[src/rtl/kmeans_pkg.sv]
// Shared state encoding and default widths for the k-means sequencer.
// Encoding is visible on the state port, so the values are fixed.
package kmeans_pkg;

  localparam int PIX_W  = 24;
  localparam int SIZE_W = 12;

  typedef enum logic [2:0] {
    S_CONFIG  = 3'b000,
    S_LOAD    = 3'b001,
    S_CLUSTER = 3'b010,
    S_SUM     = 3'b011,
    S_DIVIDE  = 3'b100,
    S_UPDATE  = 3'b101,
    S_DONE    = 3'b110,
    S_IDLE    = 3'b111
  } state_t;

endpackage

[src/rtl/kmeans_seq_ctrl.sv]
// Sequencer for the k-means datapath: config latch, pixel intake, iteration loop, status.
// Pixel path is combinational pass-through; only control and counters are registered.
module kmeans_seq_ctrl #(
  parameter int K      = 16,
  parameter int PIX_W  = kmeans_pkg::PIX_W,
  parameter int SIZE_W = kmeans_pkg::SIZE_W,
  parameter int ITER_W = 6
) (
  input  logic              clk,
  input  logic              reset_n,
  input  logic              start,
  input  logic              abort,
  input  logic [SIZE_W-1:0] cfg_image_size,
  input  logic [K-1:0]      cfg_enable,
  input  logic [ITER_W-1:0] cfg_max_iter,
  input  logic              pix_valid,
  input  logic [PIX_W-1:0]  pix_data,
  output logic              pix_ready,
  output logic              eng_valid,
  output logic [PIX_W-1:0]  eng_pixel,
  output logic              eng_end_of_image,
  input  logic              eng_done,
  input  logic              sum_done_all,
  input  logic              div_ready_all,
  input  logic              mean_stable,
  output logic              mean_load,
  output logic [K-1:0]      enabled,
  output logic [ITER_W-1:0] iter_count,
  output logic [2:0]        state,
  output logic              strb,
  output logic              converged,
  output logic              timeout,
  output logic              cfg_err
);
  import kmeans_pkg::*;

  state_t            state_q, state_nxt;
  logic [SIZE_W-1:0] size_r, pix_cnt;
  logic [ITER_W-1:0] max_r;
  logic              cfg_bad, accept, last_beat, cap_hit;

  assign cfg_bad   = (cfg_image_size == '0) || (cfg_enable == '0);
  assign accept    = pix_valid & pix_ready;
  assign last_beat = (pix_cnt == size_r - SIZE_W'(1));
  // max_r of 0 wraps to all-ones here, giving a cap of 2^ITER_W iterations.
  assign cap_hit   = (iter_count == max_r - ITER_W'(1));

  assign state            = state_q;
  assign pix_ready        = (state_q == S_LOAD) && !abort;
  assign eng_valid        = accept;
  assign eng_pixel        = pix_data;
  assign eng_end_of_image = (state_q == S_CLUSTER);
  assign mean_load        = (state_q == S_UPDATE) && !abort;
  assign strb             = (state_q == S_DONE);

  always_comb begin
    state_nxt = state_q;
    case (state_q)
      S_IDLE:    if (start) state_nxt = S_CONFIG;
      S_CONFIG:  state_nxt = cfg_bad ? S_DONE : S_LOAD;
      S_LOAD:    if (accept && last_beat) state_nxt = S_CLUSTER;
      S_CLUSTER: if (eng_done) state_nxt = S_SUM;
      S_SUM:     if (sum_done_all) state_nxt = S_DIVIDE;
      S_DIVIDE:  if (div_ready_all) state_nxt = (mean_stable || cap_hit) ? S_DONE : S_UPDATE;
      S_UPDATE:  state_nxt = S_CLUSTER;
      S_DONE:    if (start) state_nxt = S_CONFIG;
      default:   state_nxt = S_IDLE;
    endcase
    if (abort) state_nxt = S_IDLE;
  end

  always_ff @(posedge clk or negedge reset_n) begin
    if (!reset_n) state_q <= S_IDLE;
    else          state_q <= state_nxt;
  end

  always_ff @(posedge clk or negedge reset_n) begin
    if (!reset_n) begin
      size_r     <= '0;
      max_r      <= '0;
      pix_cnt    <= '0;
      enabled    <= '0;
      iter_count <= '0;
      converged  <= 1'b0;
      timeout    <= 1'b0;
      cfg_err    <= 1'b0;
    end else if (abort) begin
      // enabled and iter_count stay visible after an abort for debug.
      converged <= 1'b0;
      timeout   <= 1'b0;
      cfg_err   <= 1'b0;
    end else begin
      case (state_q)
        S_CONFIG: begin
          size_r     <= cfg_image_size;
          max_r      <= cfg_max_iter;
          pix_cnt    <= '0;
          iter_count <= '0;
          converged  <= 1'b0;
          timeout    <= 1'b0;
          cfg_err    <= cfg_bad;
          enabled    <= cfg_bad ? '0 : cfg_enable;
        end
        S_LOAD:   if (accept) pix_cnt <= pix_cnt + SIZE_W'(1);
        S_DIVIDE: begin
          if (div_ready_all) begin
            if (mean_stable)  converged <= 1'b1;
            else if (cap_hit) timeout   <= 1'b1;
          end
        end
        S_UPDATE: iter_count <= iter_count + ITER_W'(1);
        default: ;
      endcase
    end
  end

endmodule
[config.mk]
export PLATFORM = sky130hd
export DESIGN_NAME = kmeans_seq_ctrl
export DESIGN_NICKNAME = d
export VERILOG_FILES = /design/src/rtl/kmeans_pkg.sv /design/src/rtl/kmeans_seq_ctrl.sv
export SDC_FILE = /design/constraint.sdc
export NUM_CORES = 1
export LEC_CHECK = 0
export ABC_AREA = 1
export BUFFER_PORTS_ARGS = -buffer_cell sky130_fd_sc_hd__buf_2
export CAP_MARGIN = 20
export CORE_ASPECT_RATIO = 1.2
export CORE_UTILIZATION = 55
export DETAILED_ROUTE_END_ITERATION = 16
export PLACE_DENSITY = 0.85
export SYNTH_ARGS = -nofsm -noshare
export SYNTH_HDL_FRONTEND = slang
export SYNTH_SLANG_ARGS = --single-unit
[constraint.sdc]
create_clock -name clk -period 3.9 [get_ports clk]
set_input_delay 0.195 -clock clk [delete_from_list [all_inputs] [get_ports clk]]
set_output_delay 0.195 -clock clk [all_outputs]
set_load 0.005 [all_outputs]
==> flow_summary.ini, run 1 <==
[outcome]
status = finished clean

[critical_path]
cp_slowest_cell = inv_2
crit_buf_inv = 3
cp.required_ns = 4.16
cpPeakStageDelay_ns = 0.69
path_cells = inv_2 > nand2_2 > nor2_4 > nand2_4 > inv_2 > nor2_2 > inv_2 > nand3_1 > nor2_1 > o21ai_0 > a21oi_1
path_delay_family = buffers and inverters
worst_setup_path_end_kind = flop
r2r_slack_ns = 1.47
crit_top_cell = inv_2
crit_type = flop to flop
cp_max_fo = 54
cp.arrival_ns = 2.69
start_kind = flop

[pwr]
p_leak_uw = 0.002206
total_power_uw = 3027
peakVddDrop_v = 0.0004252
power_density_nw_per_um2 = 742.9

[place]
dp_hpwl_mm = 6.269
place_area_um2 = 3827
io_buffers = 75
gp_congestion = 0.9024
place_ws_ns = 1.546

[timing]
setup_ws_ns = 1.470
min_period_ns = 2.430
finalMaxSlewViolations = 0
slew_headroom = 0.4570
tns_ns = 0
holdWs_ns = 0.06491
rsz0062_at_grt = no
hold_violations = 0
post-route-period-util = 0.6230
worstMarginPinSlew_ns = 0.8134
fmax_mhz = 411.6
skew_ns = 0.005258
setup_viol = 0

[die]
die_w_um = 75.52
pin_count = 124
dieHeight_um = 90.22
core_um2 = 6128
initial_core_util = 0.5821
row_count = 31
dieArea_um2 = 6813

[logic_synthesis]
syn-cell-area_um2 = 3567
ys_ff_latch = 58
yosysWarnings = 0
avgSynthCellArea_um2 = 7.050
yosysSeqAreaShare = 0.4079
syn_inst = 506
ys_types = 29
syn_nets = 577

[clocking]
cts_buffers = 9
cts-root-buf = clkbuf_8
post_cts_buffers = 0
path_clk_slew_ns = 0.07
h-tree-depth = 3
clk_path_buf_depth = 2
clock_latency_ns = 0.33
tritoncts = built
cts_sinks = 58

[detailed_routing]
viasPerCell = 5.308
vias = 3434
routedWlPerCell_um = 12.93
totalWireLength_mm = 8.363
final_antenna_net_count = 0
drt_first_pass_iters = 5
drc = 0
initialDrtViolationCount = 205

[global_routing]
grt_pass1_vias = 3179
gr-usage-met2 = 0.4345
busiest_layer = met2
grtUsageTotal = 0.2663
grt_overflow_total = 0
grt_max_degree = 55
antenna_found_initial = 0
grtUsageMet3 = 0.04596
grt_util_met1 = 0.3365
grt_pass1_wl_mm = 13.89

[final_layout]
nets = 631
drive_gt1_frac = 0.2053
finalInstanceArea_um2 = 4075
num_antenna_cells = 0
area_delta_synth_final_pct = 14.24

[flow_run]
drv_cap = 0

[min_path]
hold_class = primary input to flop
[layout make-up]
cell class              instances  area [µm²]
clock inverters                 4       72.57
clock buffers                  12       165.2
inverters                      61       229.0
multi-input cells             353        1658
repair buffers                 77       392.9
well taps                      82       102.6
flip-flops and latches         58        1455
fillers                       544        2053
[worst min-delay path, cell delays in order]
cell	delay, ns
buf_2	0.08
nand2_1	0.05
nand2_1	0.04
[registers in the layout, indices dropped and copies added, names as in the netlist]
register,cells
enabled,16
max_r,6
cfg_err,1
pix_cnt,12
state,3
iter_count,6
timeout,1
size_r,12
converged,1
[layer usage]
| metal | share of wire | routed length, µm |
|---|---|---|
| met1 | 0.43 | 3556 |
| met2 | 0.49 | 4086 |
| met3 | 0.062 | 517 |
| met4 | 0.024 | 203 |
| met5 | 0 | 0 |
[worst paths after layout]
check | to | cells past startpoint | startpoint
min reg2reg | enabled[2] | 2 | enabled[2]
min | max_r[5] | 3 | cfg_max_iter[5]
max reg2reg | iter_count[5] | 11 | state[0]
max in group asynchronous | max_r[1] | 3 | reset_n
max | iter_count[5] | 11 | state[0]
min in group asynchronous | size_r[1] | 2 | reset_n
[cell families after synthesis]
| logic type | share of synthesized area |
|---|---|
| AND/OR/NAND/NOR | 0.3522 |
| buffers and inverters | 0.1273 |
| flip-flops | 0.4079 |
| AO/OA/AOI/OAI | 0.07892 |
| XOR/XNOR | 0.01964 |
| adder cells (fa/ha/maj) | 0.01403 |
[placed cells by master (no fill, tap or decap), types with 3 or more instances in the layout]
| cell | instances |
|---|---|
| a21oi_1 | 15 |
| buf_2 | 75 |
| clkbuf_8 | 12 |
| dfrtp_1 | 55 |
| dfstp_2 | 3 |
| ha_1 | 4 |
| inv_1 | 55 |
| inv_2 | 6 |
| nand2_1 | 172 |
| nand3_1 | 33 |
| nand4_1 | 7 |
| nor2_1 | 43 |
| nor2_2 | 3 |
| nor2_4 | 4 |
| nor3_1 | 5 |
| nor4_1 | 6 |
| o21ai_0 | 39 |
| xnor2_1 | 3 |
| xor2_1 | 5 |
[synth_stat cells (all sizes together)]
master | n | area [µm²]
dfstp | 3 | 78.83
nor4 | 6 | 37.54
nand4 | 8 | 65.06
nor3 | 7 | 45.04
ha | 4 | 50.05
o22ai | 1 | 6.260
and3 | 2 | 12.51
nand2 | 176 | 680.7
buf | 28 | 202.7
xnor2 | 3 | 26.28
xor2 | 5 | 43.79
nor2 | 50 | 225.2
o21ai | 40 | 200.2
clkbuf | 6 | 22.52
dfrtp | 55 | 1376
a21oi | 15 | 75.07
nand3b | 2 | 15.01
nand3 | 34 | 175.2
inv | 61 | 229.0
[what timing repair did]
| action | in CTS | in global routing |
|---|---|---|
| hold buffers | 1 | 0 |
| endpoints found under the hold margin | 9 | 0 |
| gates resized for setup | 0 | 0 |
[per-stage QoR]
step | std cells | util
floorplan | 506 | -
global placement | 630 | 0.6245
detailed placement | 630 | 0.6245
CTS | 647 | 0.6650
global route | 647 | 0.6650
finish | 647 | 0.6650
[power by group]
| group | total (µW) | internal [µW] | leakage (µW) | switching [µW] |
|---|---|---|---|---|
| registers | 1110 | 872 | 0.000730 | 243 |
| clock network | 654 | 411 | 0.000119 | 243 |
| logic | 1260 | 485 | 0.00136 | 773 |
Note: power is estimated with default switching activity, not from simulation.
==> run 2: changes to the inputs <==
--- a/config.mk
+++ b/config.mk
@@ -5,13 +5,13 @@
 export SDC_FILE = /design/constraint.sdc
 export NUM_CORES = 1
 export LEC_CHECK = 0
-export ABC_AREA = 1
+export ABC_AREA = 0
 export BUFFER_PORTS_ARGS = -buffer_cell sky130_fd_sc_hd__buf_2
 export CAP_MARGIN = 20
 export CORE_ASPECT_RATIO = 1.2
-export CORE_UTILIZATION = 55
+export CORE_UTILIZATION = 51
 export DETAILED_ROUTE_END_ITERATION = 16
-export PLACE_DENSITY = 0.85
+export PLACE_DENSITY = 0.79
 export SYNTH_ARGS = -nofsm -noshare
 export SYNTH_HDL_FRONTEND = slang
 export SYNTH_SLANG_ARGS = --single-unit
==> constraint.sdc (replaced) <==
create_clock -name clk -period 2.3 [get_ports clk]
set_input_delay 0.115 -clock clk [delete_from_list [all_inputs] [get_ports clk]]
set_output_delay 0.115 -clock clk [all_outputs]
set_load 0.005 [all_outputs]
==> run 2 against run 1 <==
Effect of this change:
- the flow now finishes with violations (setup timing)
- synthesized cell count is 18% lower
- flip-flop and latch count unchanged
- global-route usage fell by 0.54 points
- routed wire length is 10% higher
- non-clock buffer count increased by 38
- largest cell class unchanged
- die area is 9.0% higher
- fmax rose by 4.7%
- cell count shrank 8.3%
- largest power group unchanged
- total power increased by 73%
- via count shrank 1.8%
- clock skew up 0.0022 ns
==> flow_summary.ini, run 2 <==
[critical_path]
path_cells = or4_4 > or3_4 > a2111oi_4 > a221oi_1 > a2111oi_2 > o21ai_1
reg2reg_depth = 6
r2r_end = state[0]
cp.arrival_ns = 2.56
cp.required_ns = 2.54
crit_type = flop to flop
cpPeakStageDelay_ns = 0.54
start_kind = flop
r2r-start = max_r[1]
cp_slowest_cell = or4_4
r2r_slack_ns = -0.02
cp-endpoint = state[0]
cp_max_fo = 3
worst_setup_path_end_kind = flop
worstSetupStartpoint = max_r[1]

[die]
pin_count = 124
dieHeight_um = 94.19
initial_core_util = 0.5270
core_um2 = 6854
row_count = 33
dieArea_um2 = 7425
die_w_um = 78.83

[final_layout]
instances_no_fill = 593
largest_reg_flops = 16
finalInstanceArea_um2 = 4380
largestRegisters = enabled (16), pix_cnt (12), size_r (12)
layout_common_cells = 93 x nand2_1, 75 x buf_2, 55 x dfrtp_1
mostFrequentLayoutCell = nand2_1
drive_gt1_frac = 0.2905
area_delta_synth_final_pct = 21.27
num_antenna_cells = 0
top_register = enabled
nets = 573

[flow_run]
drv_cap = 0

[detailed_routing]
routed-wl-met3_um = 477
top_layer = met4
drc = 0
viasPerCell = 5.685
wl_met2_mm = 4.638
totalWireLength_mm = 9.217
drt_first_pass_iters = 5
routedWlPerCell_um = 15.54
vias = 3371
final_antenna_net_count = 0
wl_met1_mm = 3.896
initialDrtViolationCount = 277

[logic_synthesis]
synth-edff-count = 0
post-synth-top-count-cell = nand2_1
yosysSeqAreaShare = 0.4028
synth_top_area_share = 0.3810
ys_ff_latch = 58
syn_inst = 417
ys_types = 60
ys_top_cells_by_area = dfrtp_1 38%, nand2_1 9.7%, buf_4 5.0%
netlist_top_cells_count = 93 x nand2_1, 55 x dfrtp_1, 31 x o21ai_0
syn_nets = 488
yosysWarnings = 0
yosysTopAreaCell = dfrtp_1
async_reset_ff_frac = 1.000
avgSynthCellArea_um2 = 8.662
syn-cell-area_um2 = 3612
ys.flop_type = dfrtp_1

[pwr]
clockPowerShare = 0.159
power_density_nw_per_um2 = 1194
switching_power_uw = 2163
seqPwrFrac = 0.341
p_leak_uw = 0.002068
combinationalPowerShare = 0.500
p_sw_frac = 0.4135
peakVddDrop_v = 0.0004773
internal_power_uw = 3069

[timing]
finalMaxSlewViolations = 0
fmax_mhz = 430.8
rsz0062_at_grt = yes
skew_ns = 0.007453
hold_violations = 0
setup_ws_ns = -0.02146
slew_headroom = 0.5080
min_period_ns = 2.321
worstMarginPinSlew_ns = 0.7380
setup_viol = 1
post-route-period-util = 1.009

[global_routing]
grtUsageTotal = 0.2609
grt_pass1_vias = 3190
grt_pass1_wl_mm = 14.95
grt_max_degree = 59
antenna_found_initial = 0
grt_overflow_total = 0

[min_path]
hold_class = primary input to flop

[place]
gp_congestion = 0.9256
dp_hpwl_mm = 6.444
place_area_um2 = 4029
io_buffers = 75
dp.cells = 565

[outcome]
violations = setup timing
status = finished with violations

[clocking]
cts_sinks = 58
cts-root-buf = clkbuf_8
clk_path_buf_depth = 2
h-tree-depth = 3
path_clk_slew_ns = 0.07
tritoncts = built
cts_buffers = 9
clock_latency_ns = 0.33
## run 2: changes by cell type after synthesis, moves of 6 or more
| cell | change |
|---|---|
| nand3_1 | -19 |
| xor2_1 | +9 |
| o21ai_0 | -8 |
| nand2_1 | -79 |
| nor2_1 | -21 |
| clkbuf_1 | +6 |
| or3_1 | +7 |
| xnor2_1 | +12 |
| inv_1 | -42 |
## run 2: worst min path at each step
stage	from	to	slack, ns	cells past startpoint
after global routing	cfg_image_size[4]	size_r[4]	0.02	3
after floorplan	reset_n	cfg_err	-0.18	0
after global placement	pix_data[15]	eng_pixel[15]	0.23	0
final	cfg_image_size[10]	size_r[10]	0.01	3
after detailed placement	pix_data[15]	eng_pixel[15]	0.23	0
after CTS	cfg_image_size[9]	size_r[9]	0.003	3
## run 2: routing by layer
layer  vias up  global-route usage
li1       1596                   -
met1      1626              0.3281
met2       125              0.4406
met3        24             0.05243
met4         0             0.09848
met5         -                   0
## run 2: logic make-up (layout without fill, tap and decap cells)
| family | Yosys count | count (layout) | share of synthesized area |
|---|---|---|---|
| compound gates | 78 | 78 | 0.1486 |
| mux | 4 | 4 | 0.01143 |
| buf+inv | 55 | 144 | 0.09525 |
| simple gates | 189 | 189 | 0.2577 |
| flops | 58 | 58 | 0.4028 |
| xor+xnor | 29 | 29 | 0.07032 |
| fa+ha+maj | 4 | 4 | 0.01386 |
## run 2: final cells by class
class                   instances  area (µm²)
repair buffers                115       700.7
clock inverters                 3       15.01
multi-input cells             304        1893
clock buffers                  12       155.1
inverters                      14       52.55
well taps                      87       108.9
fillers                       571        2474
flip-flops and latches         58        1455
## run 2: critical path, delay by kind of cell, from the launching register on
kind	cells	cell delay, ns
AO/OA/AOI/OAI	4	0.97
flip-flops	1	0.38
AND/OR/NAND/NOR	2	0.89
## run 2: power by group through the flow
stage	clock network [µW]	registers [µW]	logic (µW)
6_report	833	1780	2610
3_5_place_dp	0	1790	2440
3_3_place_gp	0	1760	2360
4_1_cts	848	1780	2510
5_1_grt	888	1840	2860
2_1_floorplan	0	1810	1580
## run 2: repair_timing
action	4_1_cts	5_1_grt
buffers inserted	2	1
endpoints found under the setup margin	3	4
gates resized for setup	3	6
hold buffers	10	0
hold endpoints to repair	64	0
pin swaps	3	1
## run 2: metrics by stage
step           worst slack [ns]  total power (µW)  hold slack, ns  TNS [ns]  utilization
2_1_floorplan          -0.03033              3392         -0.1806  -0.03033            -
3_3_place_gp            0.02180              4123          0.2300         0       0.5878
3_5_place_dp           -0.07114              4226          0.2300   -0.1405       0.5878
4_1_cts                0.003629              5134        0.002591         0       0.6318
5_1_grt                 -0.1376              5589         0.01828   -0.2939       0.6391
6_report               -0.02146              5232         0.01163  -0.02146       0.6391
